==> config.mk <==
export PLATFORM = sky130hd
export DESIGN_NAME = serial_adder_flat
export DESIGN_NICKNAME = d
export VERILOG_FILES = /design/src/rtl/serial_adder_if.sv /design/src/rtl/serial_adder.sv /design/src/flat_wrapper.sv
export SDC_FILE = /design/constraint.sdc
export NUM_CORES = 1
export LEC_CHECK = 0
export ABC_AREA = 1
export BUFFER_PORTS_ARGS = -buffer_cell sky130_fd_sc_hd__buf_2
export CAP_MARGIN = 30
export CORE_UTILIZATION = 25
export CTS_BUF_LIST = sky130_fd_sc_hd__clkbuf_4
export CTS_CLUSTER_SIZE = 14
export DETAILED_ROUTE_END_ITERATION = 10
export GPL_TIMING_DRIVEN = 0
export MAX_ROUTING_LAYER = met4
export PLACE_DENSITY = 0.5
export SETUP_SLACK_MARGIN = 0.15
export SKIP_LAST_GASP = 1
export SLEW_MARGIN = 40
export SYNTH_ARGS = -nofsm -noshare
export SYNTH_HDL_FRONTEND = slang
export SYNTH_HIERARCHICAL = 1
export SYNTH_SLANG_ARGS = --single-unit
==> constraint.sdc <==
create_clock -name clk -period 1.95 [get_ports clk]
set_input_delay 0.39 -clock clk [delete_from_list [all_inputs] [get_ports clk]]
set_output_delay 0.39 -clock clk [all_outputs]
set_load 0.05 [all_outputs]
==> src/rtl/serial_adder_if.sv <==
// Handshake and data bundle for the bit-serial adder.
// The master issues start with operands; the slave reports busy/done and the result.
interface serial_adder_if #(
  parameter int WIDTH = 8
);
  logic             start;
  logic [WIDTH-1:0] a;
  logic [WIDTH-1:0] b;
  logic             busy;
  logic             done;
  logic [WIDTH-1:0] sum;
  logic             carry;

  modport master (
    output start, a, b,
    input  busy, done, sum, carry
  );

  modport slave (
    input  start, a, b,
    output busy, done, sum, carry
  );
endinterface

==> src/rtl/serial_adder.sv <==
// Bit-serial WIDTH-bit adder: one full-adder cell (two half adders and an OR)
// processes one bit per cycle, LSB first, with the carry held in a register.
// A start in IDLE captures the operands; the result is valid when done pulses
// and holds until the next accepted start.

// One-bit half adder cell.
module half_adder (
  input  logic a,
  input  logic b,
  output logic sum,
  output logic carry
);
  assign sum   = a ^ b;
  assign carry = a & b;
endmodule

module serial_adder #(
  parameter int WIDTH = 8
) (
  input  logic           clk,
  input  logic           rst,
  serial_adder_if.slave  bus
);

  localparam int CNT_W = (WIDTH > 1) ? $clog2(WIDTH) : 1;
  localparam logic [CNT_W-1:0] CNT_LAST = CNT_W'(WIDTH - 1);

  localparam logic [1:0] IDLE = 2'd0;
  localparam logic [1:0] RUN  = 2'd1;
  localparam logic [1:0] DONE = 2'd2;

  logic [1:0]       state_q,  state_d;
  logic [WIDTH-1:0] a_sh_q,   a_sh_d;
  logic [WIDTH-1:0] b_sh_q,   b_sh_d;
  logic [WIDTH-1:0] sum_sh_q, sum_sh_d;
  logic             c_q,      c_d;
  logic [CNT_W-1:0] cnt_q,    cnt_d;

  logic ha0_sum, ha0_carry;
  logic ha1_sum, ha1_carry;
  logic bit_sum, bit_carry;

  // Full adder built from two half adders; ha0 adds the operand bits, ha1 folds in the carry.
  half_adder u_ha0 (
    .a     (a_sh_q[0]),
    .b     (b_sh_q[0]),
    .sum   (ha0_sum),
    .carry (ha0_carry)
  );

  half_adder u_ha1 (
    .a     (ha0_sum),
    .b     (c_q),
    .sum   (ha1_sum),
    .carry (ha1_carry)
  );

  assign bit_sum   = ha1_sum;
  assign bit_carry = ha0_carry | ha1_carry;

  // Next-state logic: load on start, shift one bit per RUN cycle, single-cycle DONE.
  always_comb begin
    // NOTE: every signal assigned here gets a hold default first, so no path leaves it unassigned and no latch is inferred.
    state_d  = state_q;
    a_sh_d   = a_sh_q;
    b_sh_d   = b_sh_q;
    sum_sh_d = sum_sh_q;
    c_d      = c_q;
    cnt_d    = cnt_q;

    case (state_q)
      IDLE: begin
        if (bus.start) begin
          a_sh_d   = bus.a;
          b_sh_d   = bus.b;
          sum_sh_d = '0;
          c_d      = 1'b0;
          cnt_d    = '0;
          state_d  = RUN;
        end
      end
      RUN: begin
        // Shift right and drop the new bit into the MSB; works for WIDTH=1 too.
        sum_sh_d            = sum_sh_q >> 1;
        sum_sh_d[WIDTH-1]   = bit_sum;
        c_d                 = bit_carry;
        a_sh_d              = a_sh_q >> 1;
        b_sh_d              = b_sh_q >> 1;
        cnt_d               = cnt_q + 1'b1;
        if (cnt_q == CNT_LAST) begin
          state_d = DONE;
        end
      end
      DONE: begin
        state_d = IDLE;
      end
      default: begin
        state_d = IDLE;
      end
    endcase
  end

  // State register with synchronous reset that also aborts any operation in flight.
  always_ff @(posedge clk) begin
    // NOTE: non-blocking assignments so every flop samples the pre-edge values of its neighbours.
    if (rst) begin
      state_q  <= IDLE;
      a_sh_q   <= '0;
      b_sh_q   <= '0;
      sum_sh_q <= '0;
      c_q      <= 1'b0;
      cnt_q    <= '0;
    end else begin
      state_q  <= state_d;
      a_sh_q   <= a_sh_d;
      b_sh_q   <= b_sh_d;
      sum_sh_q <= sum_sh_d;
      c_q      <= c_d;
      cnt_q    <= cnt_d;
    end
  end

  assign bus.busy  = (state_q == RUN);
  assign bus.done  = (state_q == DONE);
  assign bus.sum   = sum_sh_q;
  assign bus.carry = c_q;

endmodule
==> src/flat_wrapper.sv <==
// flat-port wrapper written by rule: the top's interface ports become plain ports
module serial_adder_flat 
#(
  parameter int WIDTH = 8
)
  (clk, rst, bus_start, bus_a, bus_b, bus_busy, bus_done, bus_sum, bus_carry);
  serial_adder_if #(.WIDTH(WIDTH)) bus_i ();
  input  logic clk;
  input  logic rst;
  input wire logic [$bits(bus_i.start)-1:0] bus_start;
  input wire logic [$bits(bus_i.a)-1:0] bus_a;
  input wire logic [$bits(bus_i.b)-1:0] bus_b;
  output wire logic [$bits(bus_i.busy)-1:0] bus_busy;
  output wire logic [$bits(bus_i.done)-1:0] bus_done;
  output wire logic [$bits(bus_i.sum)-1:0] bus_sum;
  output wire logic [$bits(bus_i.carry)-1:0] bus_carry;
  assign bus_i.start = bus_start;
  assign bus_i.a = bus_a;
  assign bus_i.b = bus_b;
  assign bus_busy = bus_i.busy;
  assign bus_done = bus_i.done;
  assign bus_sum = bus_i.sum;
  assign bus_carry = bus_i.carry;
  serial_adder #(.WIDTH(WIDTH)) u_core (.clk(clk), .rst(rst), .bus(bus_i));
endmodule
Word-level counts from Yosys, hierarchy flattened

Index checks and enable logic that the tools add are counted.

Bits in registers: 30
Memory bits (writable): 0
Latch bits: 0
ROM bits: 0
Memories kept: 0

Order comparisons: 0
Shift operators: 0
Mux-type cells: 13
Add/sub/neg operators: 1
Bitwise gates (word level): 5
Equal/unequal tests: 5
Multiply operators: 0
Reductions and logical operators: 4
Divide/modulo/power cells: 0

Operators with widths:

| kind                                                                    | number |
|---|---|
| 8-bit case mux with 2 select lines                                      | 3 |
| 8-bit 2-to-1 mux                                                        | 3 |
| 3-bit case mux with 2 select lines                                      | 1 |
| 2-bit 2-to-1 mux                                                        | 2 |
| 2-bit case mux with 2 select lines                                      | 1 |
| 2-bit AND reduction                                                     | 2 |
| 3-bit by 1-bit adder with 3-bit output, second input constant           | 1 |
| 3-bit == test, second input constant                                    | 1 |
| 3-bit 2-to-1 mux                                                        | 1 |
| 1-bit AND                                                               | 2 |
| 2-bit by 1-bit == test with 1-bit output, second input constant         | 1 |
| 2-bit == test, second input constant                                    | 1 |
| 2-bit logical NOT                                                       | 1 |
| 2-bit by 1-bit inequality test with 1-bit output, second input constant | 1 |
| 2-bit inequality test, second input constant                            | 1 |
| 1-bit case mux with 2 select lines                                      | 1 |
| 2-bit nonzero test                                                      | 1 |
| 1-bit bitwise XOR                                                       | 2 |
| 1-bit 2-to-1 mux                                                        | 1 |
| 1-bit bitwise OR                                                        | 1 |

Logic depth before layout (Yosys ltp)

Gate-level depths: netlist (run 1).

Depth in word-level cells: 4
Depth in mapped cells: 6
Gate-level depth less buffers: 5

Modules after synthesis

The synthesis (run 1) kept the hierarchy.

By module, submodules not included:

| module       | area each (µm²) | cells each | instances | seq. area each (µm²) |
|---|---|---|---|---|
| serial_adder | 1386.3          | 212        | 1         | 600.6 |
| half_adder   | 12.5            | 1          | 2         | 0.0 |

Least setup slack after synthesis (run 1)

No wires, ideal clock.

Kind: reg-to-output
From: reg u_core.state_q[0]
To: out bus_done
Slack: 0.314 ns
Stages on the path, launching flop included: 4
Arrival time: 1.246 ns
Cell sequence: dfxtp_1 buf_6 buf_2 nor2_1

Word-level cells in the longest chain between the ends: 1

Ends and longest elaborated chain:

| item                   | RTL line            | RTL |
|---|---|---|
| start, declared        | serial_adder.sv:32  | `logic [1:0] state_q, state_d;` |
| start signal, assigned | serial_adder.sv:114 | `state_q <= state_d;` |
| 2-bit == test          | serial_adder.sv:124 | `assign bus.done = (state_q == DONE);` |
| end, declared          | flat_wrapper.sv:14  | `output wire logic [$bits(bus_i.done)-1:0] bus_done;` |

No other way between the ends.

Final worst setup path (run 1)

Ends and elaborated chain as after synthesis.

==> out/metrics.csv, run 1 <==
metric;value;unit
Sink Count;30;
Max clock buf depth;2;
Vias/cell;4.053;
Synthesis Warnings;6;
Leak Pwr;0.9355;nW
complex-gate fraction of the synthesized area;7.535;%
number of global-route vias before repair;1235;
final slew viol count;0;
die area;5950;um^2
areal power density over the cells;721.0;nW/um^2
fraction of the mapped netlist area in simple logic gates;32.27;%
area share of the leading cell type in the synthesized netlist;42.55;%
worst endpoint required time;1.56;ns
syn nets;237;
die span in y;77.14;um
signed area change from the synthesized netlist to the final layout;20.83;%
slew at the pin closest to its max-slew limit;0.2500;ns
total detailed-routing wirelength;3087;um
total routing usage reported by global routing;12.08;%
clk_skew;0.002693;ns
Finished Cell Area;1705;um^2
via count of the routed design;1301;
multiplexer share of the synthesized area;0;%
top cells by instance count after synthesis;sky130_fd_sc_hd__nand2_1 (81), sky130_fd_sc_hd__inv_1 (34), sky130_fd_sc_hd__dfxtp_1 (30), sky130_fd_sc_hd__nor2_1 (20), sky130_fd_sc_hd__a21oi_1 (16);
clock root buffer;sky130_fd_sc_hd__clkbuf_4;
most instantiated library cell after synthesis;sky130_fd_sc_hd__nand2_1;
clock-pin slew of the registers on the worst-case setup and hold paths;0.10;ns
placement row count;26;
kind of launch point of the worst setup path;flip-flop;
class of the most critical hold timing path;input pin to flip-flop;
peak clock frequency supported by timing;591.2;MHz
number of antenna violations at the first check in global routing;0;
count of nets left with antenna violations after detail routing;0;
Critical Path AT;1.30;ns
total I/O pin count;30;
CP Capture Type;output pin;
status;finished clean;
Non-Filler Instances;321;
remaining design rule violation count;0;
EDFF count, synth;0;
CTS H-Tree Depth;2;
synth top area cells;sky130_fd_sc_hd__dfxtp_1 (43%), sky130_fd_sc_hd__nand2_1 (22%), sky130_fd_sc_hd__inv_1 (9.0%), sky130_fd_sc_hd__a21oi_1 (5.7%), sky130_fd_sc_hd__nor2_1 (5.3%);
number of buffers inserted by port buffering;29;
Setup TNS;0;ns
most instantiated flip-flop cell in the synthesis netlist;sky130_fd_sc_hd__dfxtp_1;
number of hold violations in the final report;0;
die boundary width;77.14;um
placer's final routability congestion estimate;0.7061;
post-synthesis share of cell area spent on xor and xnor gates;0;%
startpoint of the worst-slack reg-to-reg timing path;u_core/state_q[0]$_SDFFE_PP0P_;
initial cell density of the core;26.78;%
dominant combinational cell family by area after synthesis;simple AND/OR/NAND/NOR gates;
Setup Viol. Count Final;0;
count of state elements after synthesis;30;
Slew HR;83.27;%
count of unique library cells instantiated by Yosys;15;
GRT overflow;0;
Core Util, Final;32.36;%
highest fanout seen on the critical path;10;
number of buffers created by CTS;5;
Post-synth ARST share;0;%
wire length of the first global-routing pass;5526;um
worst-skew pair later-pin latency;0.32;ns
CTS Hold Bufs;0;
CP Launch Point;u_core/state_q[0]$_SDFFE_PP0P_;
pin count of the biggest net entering global routing;11;
leading area contributor after synthesis;sky130_fd_sc_hd__dfxtp_1;
count of max-cap constraint violations;0;
start point of the worst hold path;rst;
Synth Instances;214;
placed insts;313;
post-layout minimum cycle time;1.691;ns
Avg Inst Size Synth;6.595;um^2
fraction of final layout cells sized beyond drive strength 1;19.12;%
final period utilization;86.74;%
estimated wirelength of the detail-placed design;2178;um
peak supply drop;0.4216;mV
proportion of synthesized chip area in sequential cells;42.55;%
Routed WL per cell;9.617;um
first-pass detailed-route iteration total;4;
post-synthesis cell area;1411;um^2
type of the worst setup path;flip-flop to output pin;
cell area after placement;1644;um^2
number of design-rule violations left by the first detailed-router iteration;36;
setup slack of the critical path after layout;0.2586;ns
total core area;5270;um^2
worst slack after detailed placement;0.5518;ns
TritonCTS clock tree;yes;
setup repair after global routing missed its margin;false;
antenna cells;0;
Final Net Count;273;
synthesized-area fraction occupied by adder cells;3.546;%
[stage by stage]
stage	total power (W)	hold slack, ns
2_1_floorplan	0.0008257	0.4329
3_3_place_gp	0.0008856	0.4567
3_5_place_dp	0.0008859	0.4558
4_1_cts	0.001253	0.2824
5_1_grt	0.001322	0.2801
6_report	0.001230	0.3004
[cell usage in the layout, fill, tap and decap left out]
master	count
sky130_fd_sc_hd__nand2_1	81
sky130_fd_sc_hd__inv_1	34
sky130_fd_sc_hd__buf_2	32
sky130_fd_sc_hd__dfxtp_1	30
sky130_fd_sc_hd__nor2_1	20
sky130_fd_sc_hd__a21oi_1	16
sky130_fd_sc_hd__nand3_1	13
sky130_fd_sc_hd__clkbuf_4	6
sky130_fd_sc_hd__buf_4	4
sky130_fd_sc_hd__ha_1	4
sky130_fd_sc_hd__clkinv_1	2
sky130_fd_sc_hd__buf_6	2
sky130_fd_sc_hd__o21ai_0	2
sky130_fd_sc_hd__clkinvlp_4	1
sky130_fd_sc_hd__clkinv_2	1
sky130_fd_sc_hd__nand2_2	1
sky130_fd_sc_hd__o21ai_4	1
sky130_fd_sc_hd__nor3_1	1
[worst max-delay path, cell delays in order, from the launching register on]
cell and delay [ns]:
sky130_fd_sc_hd__dfxtp_1 0.32, sky130_fd_sc_hd__buf_6 0.14, sky130_fd_sc_hd__clkbuf_4 0.19, sky130_fd_sc_hd__nor2_1 0.12
sky130_fd_sc_hd__buf_4 0.20
[what timing repair did]
action | CTS | global route
setup endpoints to repair | 0 | 2
buffers inserted | 0 | 0
resized for setup | 0 | 5
[final cells by class]
type | instances | area [um^2]
fill | 637 | 3565
multi-input combinational | 139 | 611.8
sequential | 30 | 600.6
timing repair buffer | 29 | 150.1
inverter | 35 | 131.4
tap | 70 | 87.58
buffer | 10 | 70.07
clock buffer | 5 | 37.54
clock inverter | 3 | 16.27
[registers in the layout (all words and copies together) (netlist names)]
signal,flops
u_core/a_sh_q,8
u_core/bus.carry,1
u_core/state_q,2
u_core/cnt_q,3
u_core/bus.sum,8
u_core/b_sh_q,8
[path summary, 6_finish.rpt]
| kind | endpoint | slack (ns) | cells after the start |
|---|---|---|---|
| max reg2reg | u_core/a_sh_q[3]$_SDFFE_PP0P_ | 0.69 | 6 |
| max | bus_done | 0.26 | 4 |
| min reg2reg | u_core/bus.sum[0]$_SDFFE_PP0P_ | 0.47 | 2 |
| min | u_core/b_sh_q[7]$_SDFFE_PP0P_ | 0.30 | 2 |
[report_power, final]
group / switching [W] / internal [W]
Clock: 0.000225 / 0.000134
Sequential: 0.0000119 / 0.000648
Combinational: 0.000130 / 0.0000802
Total: 0.000368 / 0.000862
[cells by family after synthesis]
logic type	Yosys count
buffers and inverters	45
adder cells (fa/ha/maj)	4
AND/OR/NAND/NOR	116
AO/OA/AOI/OAI	19
flip-flops	30
[metal layers]
layer | up-vias | global-route usage (%) | part of all wire [%]
met5 | - | - | 0
met4 | 0 | 5.660 | 0.78
met3 | 2 | 3.810 | 5.2
met2 | 30 | 17.70 | 42
met1 | 560 | 14.96 | 52
li1 | 709 | - | -
(Power assumes the default switching activity.)
==> run 2: changes to the inputs <==
--- a/config.mk
+++ b/config.mk
@@ -16,3 +16,3 @@
 export MAX_ROUTING_LAYER = met4
-export PLACE_DENSITY = 0.5
+export PLACE_DENSITY_LB_ADDON = 0.12
 export SETUP_SLACK_MARGIN = 0.15
==> constraint.sdc (replaced) <==
create_clock -name clk -period 1.5 [get_ports clk]
set_input_delay 0.075 -clock clk [delete_from_list [all_inputs] [get_ports clk]]
set_output_delay 0.075 -clock clk [all_outputs]
set_load 0.05 [all_outputs]
==> run 2 against run 1 <==
Net effect:
- first-iteration DRC count increased by 67%
- sequential share of layout area fell by 0.81 points
- worst setup slack got worse by 0.077 ns
- hold slack got worse by 0.27 ns
- clock power is 34% higher
- clock-buffer cell count up 1
- wire length is 2.0% higher
- die area stayed put
==> out/metrics.csv, run 2 (synthesis results as in run 1) <==
metric;value;unit
status;finished clean;
total routing usage reported by global routing;12.28;%
kind of launch point of the worst setup path;flip-flop;
areal power density over the cells;929.5;nW/um^2
post-CTS repair timing setup buffer count;0;
remaining design rule violation count;0;
Max clock buf depth;2;
CTS H-Tree Depth;2;
Final Net Count;275;
antenna cells;0;
count of max-cap constraint violations;0;
slew at the pin closest to its max-slew limit;0.2423;ns
Sink Count;30;
type of the worst setup path;flip-flop to output pin;
final period utilization;87.92;%
Vias/cell;4.046;
initial cell density of the core;26.78;%
peak supply drop;0.3220;mV
pin count of the biggest net entering global routing;11;
wire length of the first global-routing pass;5526;um
total I/O pin count;30;
final slew viol count;0;
class of the most critical hold timing path;input pin to flip-flop;
worst endpoint required time;1.42;ns
highest fanout seen on the critical path;10;
placed insts;313;
worst path cell trace;buf_6 -> buf_4 -> nor2_4 -> buf_6;
top library cells by usage in the layout, fill and taps aside;sky130_fd_sc_hd__nand2_1 (81), sky130_fd_sc_hd__inv_1 (33), sky130_fd_sc_hd__buf_2 (32);
estimated wirelength of the detail-placed design;2173;um
Setup TNS;0;ns
relative contribution of sequential cells to total power;52.8;%
fraction of power spent switching nets;29.36;%
count of nets left with antenna violations after detail routing;0;
placement row count;26;
most common cell after layout, fill and taps aside;sky130_fd_sc_hd__nand2_1;
clock root buffer;sky130_fd_sc_hd__clkbuf_4;
CP Capture Type;output pin;
number of buffers inserted by port buffering;29;
stage delay of the slowest cell on the critical path;0.32;ns
die boundary width;77.14;um
signed area change from the synthesized netlist to the final layout;23.67;%
peak clock frequency supported by timing;758.3;MHz
clk_skew;0.005506;ns
combinational power share;17.5;%
number of buffers created by CTS;5;
first-pass detailed-route iteration total;4;
number of hold violations in the final report;0;
GRT overflow;0;
Setup Viol. Count Final;0;
Routed WL per cell;9.752;um
fraction of final layout cells sized beyond drive strength 1;19.76;%
Slew HR;83.79;%
Worst path most repeated cell;sky130_fd_sc_hd__buf_6;
Critical Path AT;1.24;ns
fraction of power consumed by the clock network;29.7;%
post-layout minimum cycle time;1.319;ns
number of design-rule violations left by the first detailed-router iteration;60;
Leak Pwr;0.9515;nW
Crit-path slowest cell;sky130_fd_sc_hd__dfxtp_1;
TritonCTS clock tree;yes;
die area;5950;um^2
total detailed-routing wirelength;3150;um
total core area;5270;um^2
reg-to-reg slack, setup;0.29;ns
number of global-route vias before repair;1246;
worst-skew pair later-pin latency;0.33;ns
die span in y;77.14;um
via count of the routed design;1307;
Non-Filler Instances;323;
placer's final routability congestion estimate;0.7313;
number of antenna violations at the first check in global routing;0;
Power Total;0.001622;W
cell internal pwr;0.001146;W
clock-pin slew of the registers on the worst-case setup and hold paths;0.09;ns
setup repair after global routing missed its margin;true;
total net switching power;0.0004763;W
run 2: critical path: cells and delay by family, from the launching register on:
kind                   cells  cell delay [ns]
flip-flops                 1             0.32
AND/OR/NAND/NOR            1             0.12
buffers and inverters      3             0.48
run 2: power by group through the flow:
stage               clock, W  combinational, W  sequential [W]
finish              0.000482          0.000284        0.000857
global route        0.000537          0.000329        0.000863
floorplan                  0          0.000190        0.000884
global placement           0          0.000279        0.000876
CTS                 0.000502          0.000285        0.000858
detailed placement         0          0.000277        0.000876
run 2: final timing paths:
| path | from | end | cells after the start |
|---|---|---|---|
| setup / recovery | u_core/state_q[0]$_SDFFE_PP0P_ | bus_done | 4 |
| hold / removal | bus_a[7] | u_core/a_sh_q[7]$_SDFFE_PP0P_ | 3 |
| setup reg to reg | u_core/state_q[0]$_SDFFE_PP0P_ | u_core/b_sh_q[3]$_SDFFE_PP0P_ | 6 |
| hold reg to reg | u_core/a_sh_q[7]$_SDFFE_PP0P_ | u_core/a_sh_q[7]$_SDFFE_PP0P_ | 2 |
run 2: area by class of cell:
cell class / instances / area, um^2
plain buffers: 10 / 70.07
clock buffers: 6 / 45.04
clock inverters: 2 / 8.758
fillers: 614 / 3525
inverters: 35 / 131.4
multi-input cells: 139 / 624.3
flip-flops and latches: 30 / 600.6
well taps: 70 / 87.58
repair buffers: 31 / 177.7
run 2: routing by layer:
metal / GRT usage (%) / vias to the layer above / share of wire [%]
met5: - / - / 0
met4: 5.094 / 0 / 1.3
met3: 3.690 / 4 / 5.2
met2: 18.32 / 27 / 43
met1: 15.32 / 562 / 51
li1: - / 714 / -
run 2: through the flow:
stage / hold WS (ns) / worst slack (ns) / utilization, % / area (um^2)
6_report: 0.02680 / 0.1813 / 33.12 / 1745
5_1_grt: 0.03343 / 0.1122 / 33.12 / 1745
4_1_cts: 0.02099 / 0.1054 / 32.81 / 1729
3_5_place_dp: 0.3343 / 0.2745 / 31.20 / 1644
3_3_place_gp: 0.3306 / 0.2479 / 31.20 / 1644
2_1_floorplan: 0.1441 / 0.1786 / - / 1411
run 2: repair_timing:
action,4_1_cts,5_1_grt
hold buffers,2,0
gates resized for setup,4,6
setup endpoints to repair,2,11
hold endpoints to repair,3,0
==> run 3: changes to the inputs <==
ABC_AREA = default   (was 1)
MAX_ROUTING_LAYER = default   (was met4)
==> run 3 against run 2 <==
Net effect:
- sequential share of layout area is 1.4 points higher
- non-clock buffer count increased by 9
- utilization rose by 3.0 points
- sequential power is 1% higher
- critical path type is now flip-flop to flip-flop
- combinational power is essentially flat
- clock-buffer cell count down 1
- wire length shrank 4.0%
- design area fell by 3.0%
- highest routed layer unchanged
==> out/metrics.csv, run 3 <==
metric;value;unit
estimated wirelength of the detail-placed design;2003;um
pin count of the biggest net entering global routing;11;
Critical Path AT;1.58;ns
via count of the routed design;1149;
die area;5153;um^2
total routing usage reported by global routing;12.71;%
Avg Inst Size Synth;8.454;um^2
peak supply drop;0.3229;mV
Finished Cell Area;1693;um^2
clock-pin slew of the registers on the worst-case setup and hold paths;0.10;ns
Leak Pwr;0.7464;nW
synth top area cells;sky130_fd_sc_hd__dfxtp_1 (49%), sky130_fd_sc_hd__nor2_1 (17%), sky130_fd_sc_hd__nor4_1 (7.2%), sky130_fd_sc_hd__a22oi_1 (6.2%), sky130_fd_sc_hd__ha_1 (4.1%);
proportion of synthesized chip area in sequential cells;49.33;%
number of logic stages on the critical path including buffering;6;
FF-to-FF path depth;6;
worst-skew pair later-pin latency;0.33;ns
clk_skew;0.01413;ns
leading area contributor after synthesis;sky130_fd_sc_hd__dfxtp_1;
die boundary width;71.79;um
status;finished clean;
Final Net Count;213;
first-pass detailed-route iteration total;4;
CTS H-Tree Depth;2;
peak clock frequency supported by timing;722.0;MHz
worst slack after detailed placement;0.08144;ns
TritonCTS clock tree;yes;
number of buffers inserted by port buffering;28;
areal power density over the cells;937.8;nW/um^2
placer's final routability congestion estimate;0.7265;
area share of the leading cell type in the synthesized netlist;49.33;%
most instantiated library cell after synthesis;sky130_fd_sc_hd__nor2_1;
EDFF count, synth;0;
busiest metal layer after global routing;met2;
wire length of the first global-routing pass;5050;um
total I/O pin count;30;
Synth Instances;144;
number of design-rule violations left by the first detailed-router iteration;39;
kind of launch point of the worst setup path;flip-flop;
GRT overflow;0;
setup slack of the critical path after layout;0.1150;ns
Non-Filler Instances;245;
number of antenna violations at the first check in global routing;0;
Routed WL per cell;12.35;um
count of state elements after synthesis;30;
Sink Count;30;
Worst path most repeated cell;sky130_fd_sc_hd__buf_6;
crit-path leading delay family;simple AND/OR/NAND/NOR gates;
worst endpoint required time;1.69;ns
total detailed-routing wirelength;3025;um
fraction of power spent switching nets;28.20;%
cell internal pwr;0.001140;W
stage delay of the slowest cell on the critical path;0.37;ns
type of the worst setup path;flip-flop to flip-flop;
Post-synth ARST share;0;%
slew at the pin closest to its max-slew limit;0.4541;ns
cell area after placement;1425;um^2
initial cell density of the core;25.95;%
Slew HR;69.73;%
syn nets;167;
placement row count;25;
number of hold violations in the final report;0;
count of nets left with antenna violations after detail routing;0;
Vias/cell;4.690;
met1 GRT Util;15.52;%
clock root buffer;sky130_fd_sc_hd__clkbuf_4;
top library cells by usage in the layout, fill and taps aside;sky130_fd_sc_hd__nor2_1 (44), sky130_fd_sc_hd__dfxtp_1 (28), sky130_fd_sc_hd__buf_2 (27);
worst path cell trace;buf_6 -> or3b_4 -> buf_6 -> buf_12 -> nor2_2 -> nor4_1;
most instantiated flip-flop cell in the synthesis netlist;sky130_fd_sc_hd__dfxtp_1;
number of global-route vias before repair;1099;
number of buffers and inverters on the critical path;3;
relative contribution of sequential cells to total power;54.6;%
post-synthesis cell area;1217;um^2
top cells by instance count after synthesis;sky130_fd_sc_hd__nor2_1 (54), sky130_fd_sc_hd__dfxtp_1 (30), sky130_fd_sc_hd__nor4_1 (14), sky130_fd_sc_hd__a22oi_1 (10), sky130_fd_sc_hd__ha_1 (4);
post-layout minimum cycle time;1.385;ns
die span in y;71.79;um
final period utilization;92.33;%
total net switching power;0.0004477;W
Synthesis Warnings;6;
met3 track demand over resource;3.094;%
setup repair after global routing missed its margin;true;
fraction of power consumed by the clock network;27.7;%
global-route met2 utilization;20.75;%
antenna cells;0;
CP Capture Type;flip-flop;
Crit-path slowest cell;sky130_fd_sc_hd__or3b_4;
Setup Viol. Count Final;0;
count of unique library cells instantiated by Yosys;23;
final slew viol count;0;
Setup TNS;0;ns
fraction of final layout cells sized beyond drive strength 1;37.70;%
signed area change from the synthesized netlist to the final layout;39.05;%
total core area;4692;um^2
placed insts;226;
Max clock buf depth;2;
combinational power share;17.7;%
most common cell after layout, fill and taps aside;sky130_fd_sc_hd__nor2_1;
count of max-cap constraint violations;0;
remaining design rule violation count;0;
Hold Path Stages;3;
highest fanout seen on the critical path;10;
class of the most critical hold timing path;input pin to flip-flop;
number of buffers created by CTS;5;
## run 3: repair_timing
action | CTS | global route
pin swaps | 1 | 2
hold buffers | 0 | 0
gates resized for setup | 18 | 23
setup buffers | 9 | 2
setup endpoints to repair | 20 | 22
cloned | 0 | 0
## run 3: worst paths after layout
check                                      start                            end  slack (ns)
hold / removal                          bus_b[1]  u_core/b_sh_q[1]$_SDFFE_PP0P_        0.01
setup / recovery  u_core/state_q[0]$_SDFFE_PP0P_  u_core/a_sh_q[4]$_SDFFE_PP0P_        0.12
setup reg to reg  u_core/state_q[0]$_SDFFE_PP0P_  u_core/a_sh_q[4]$_SDFFE_PP0P_        0.12
hold reg to reg    u_core/bus.carry$_SDFFE_PP0P_  u_core/bus.carry$_SDFFE_PP0P_        0.49
## run 3: worst min-delay path: cells and delay by family
kind                   cells  cell delay (ns)
AND/OR/NAND/NOR            2             0.12
buffers and inverters      1             0.11
## run 3: layer usage
layer | up-vias | share of wire (%)
met4 | 0 | 2.3
met5 | - | 0
met2 | 24 | 49
met1 | 536 | 44
li1 | 581 | -
met3 | 8 | 4.5
## run 3: cells by family (layout without fill, tap and decap cells)
| logic type | count (synthesis) | count (layout) | synth area share [%] |
|---|---|---|---|
| AND/OR/NAND/NOR | 77 | 77 | 28.47 |
| flip-flops | 30 | 30 | 49.33 |
| AO/OA/AOI/OAI | 19 | 19 | 10.69 |
| buffers and inverters | 13 | 60 | 6.577 |
| adder cells (fa/ha/maj) | 4 | 4 | 4.111 |
| multiplexers | 1 | 1 | 0.8222 |
## run 3: cell type report
class	count	area, um^2
fillers	509	2999
multi-input cells	101	618.1
flip-flops and latches	30	605.6
repair buffers	39	240.2
plain buffers	11	102.6
well taps	54	67.56
clock buffers	5	37.54
clock inverters	3	11.26
inverters	2	10.01
## run 3: power groups by stage
stage	Combinational, W	Sequential, W	Clock (W)
after floorplan	0.000142	0.000887	0
after global placement	0.000206	0.000884	0
after detailed placement	0.000211	0.000886	0
after CTS	0.000249	0.000867	0.000460
after global routing	0.000315	0.000873	0.000490
final	0.000282	0.000867	0.000439
## run 3: per-stage QoR
stage,hold WS [ns],total power (W),util (%)
finish,0.01224,0.001588,36.08
global route,0.007424,0.001677,36.08
CTS,0.002222,0.001575,33.89
detailed placement,0.3617,0.001097,30.37
global placement,0.3443,0.001090,30.37
floorplan,0.2346,0.001029,-
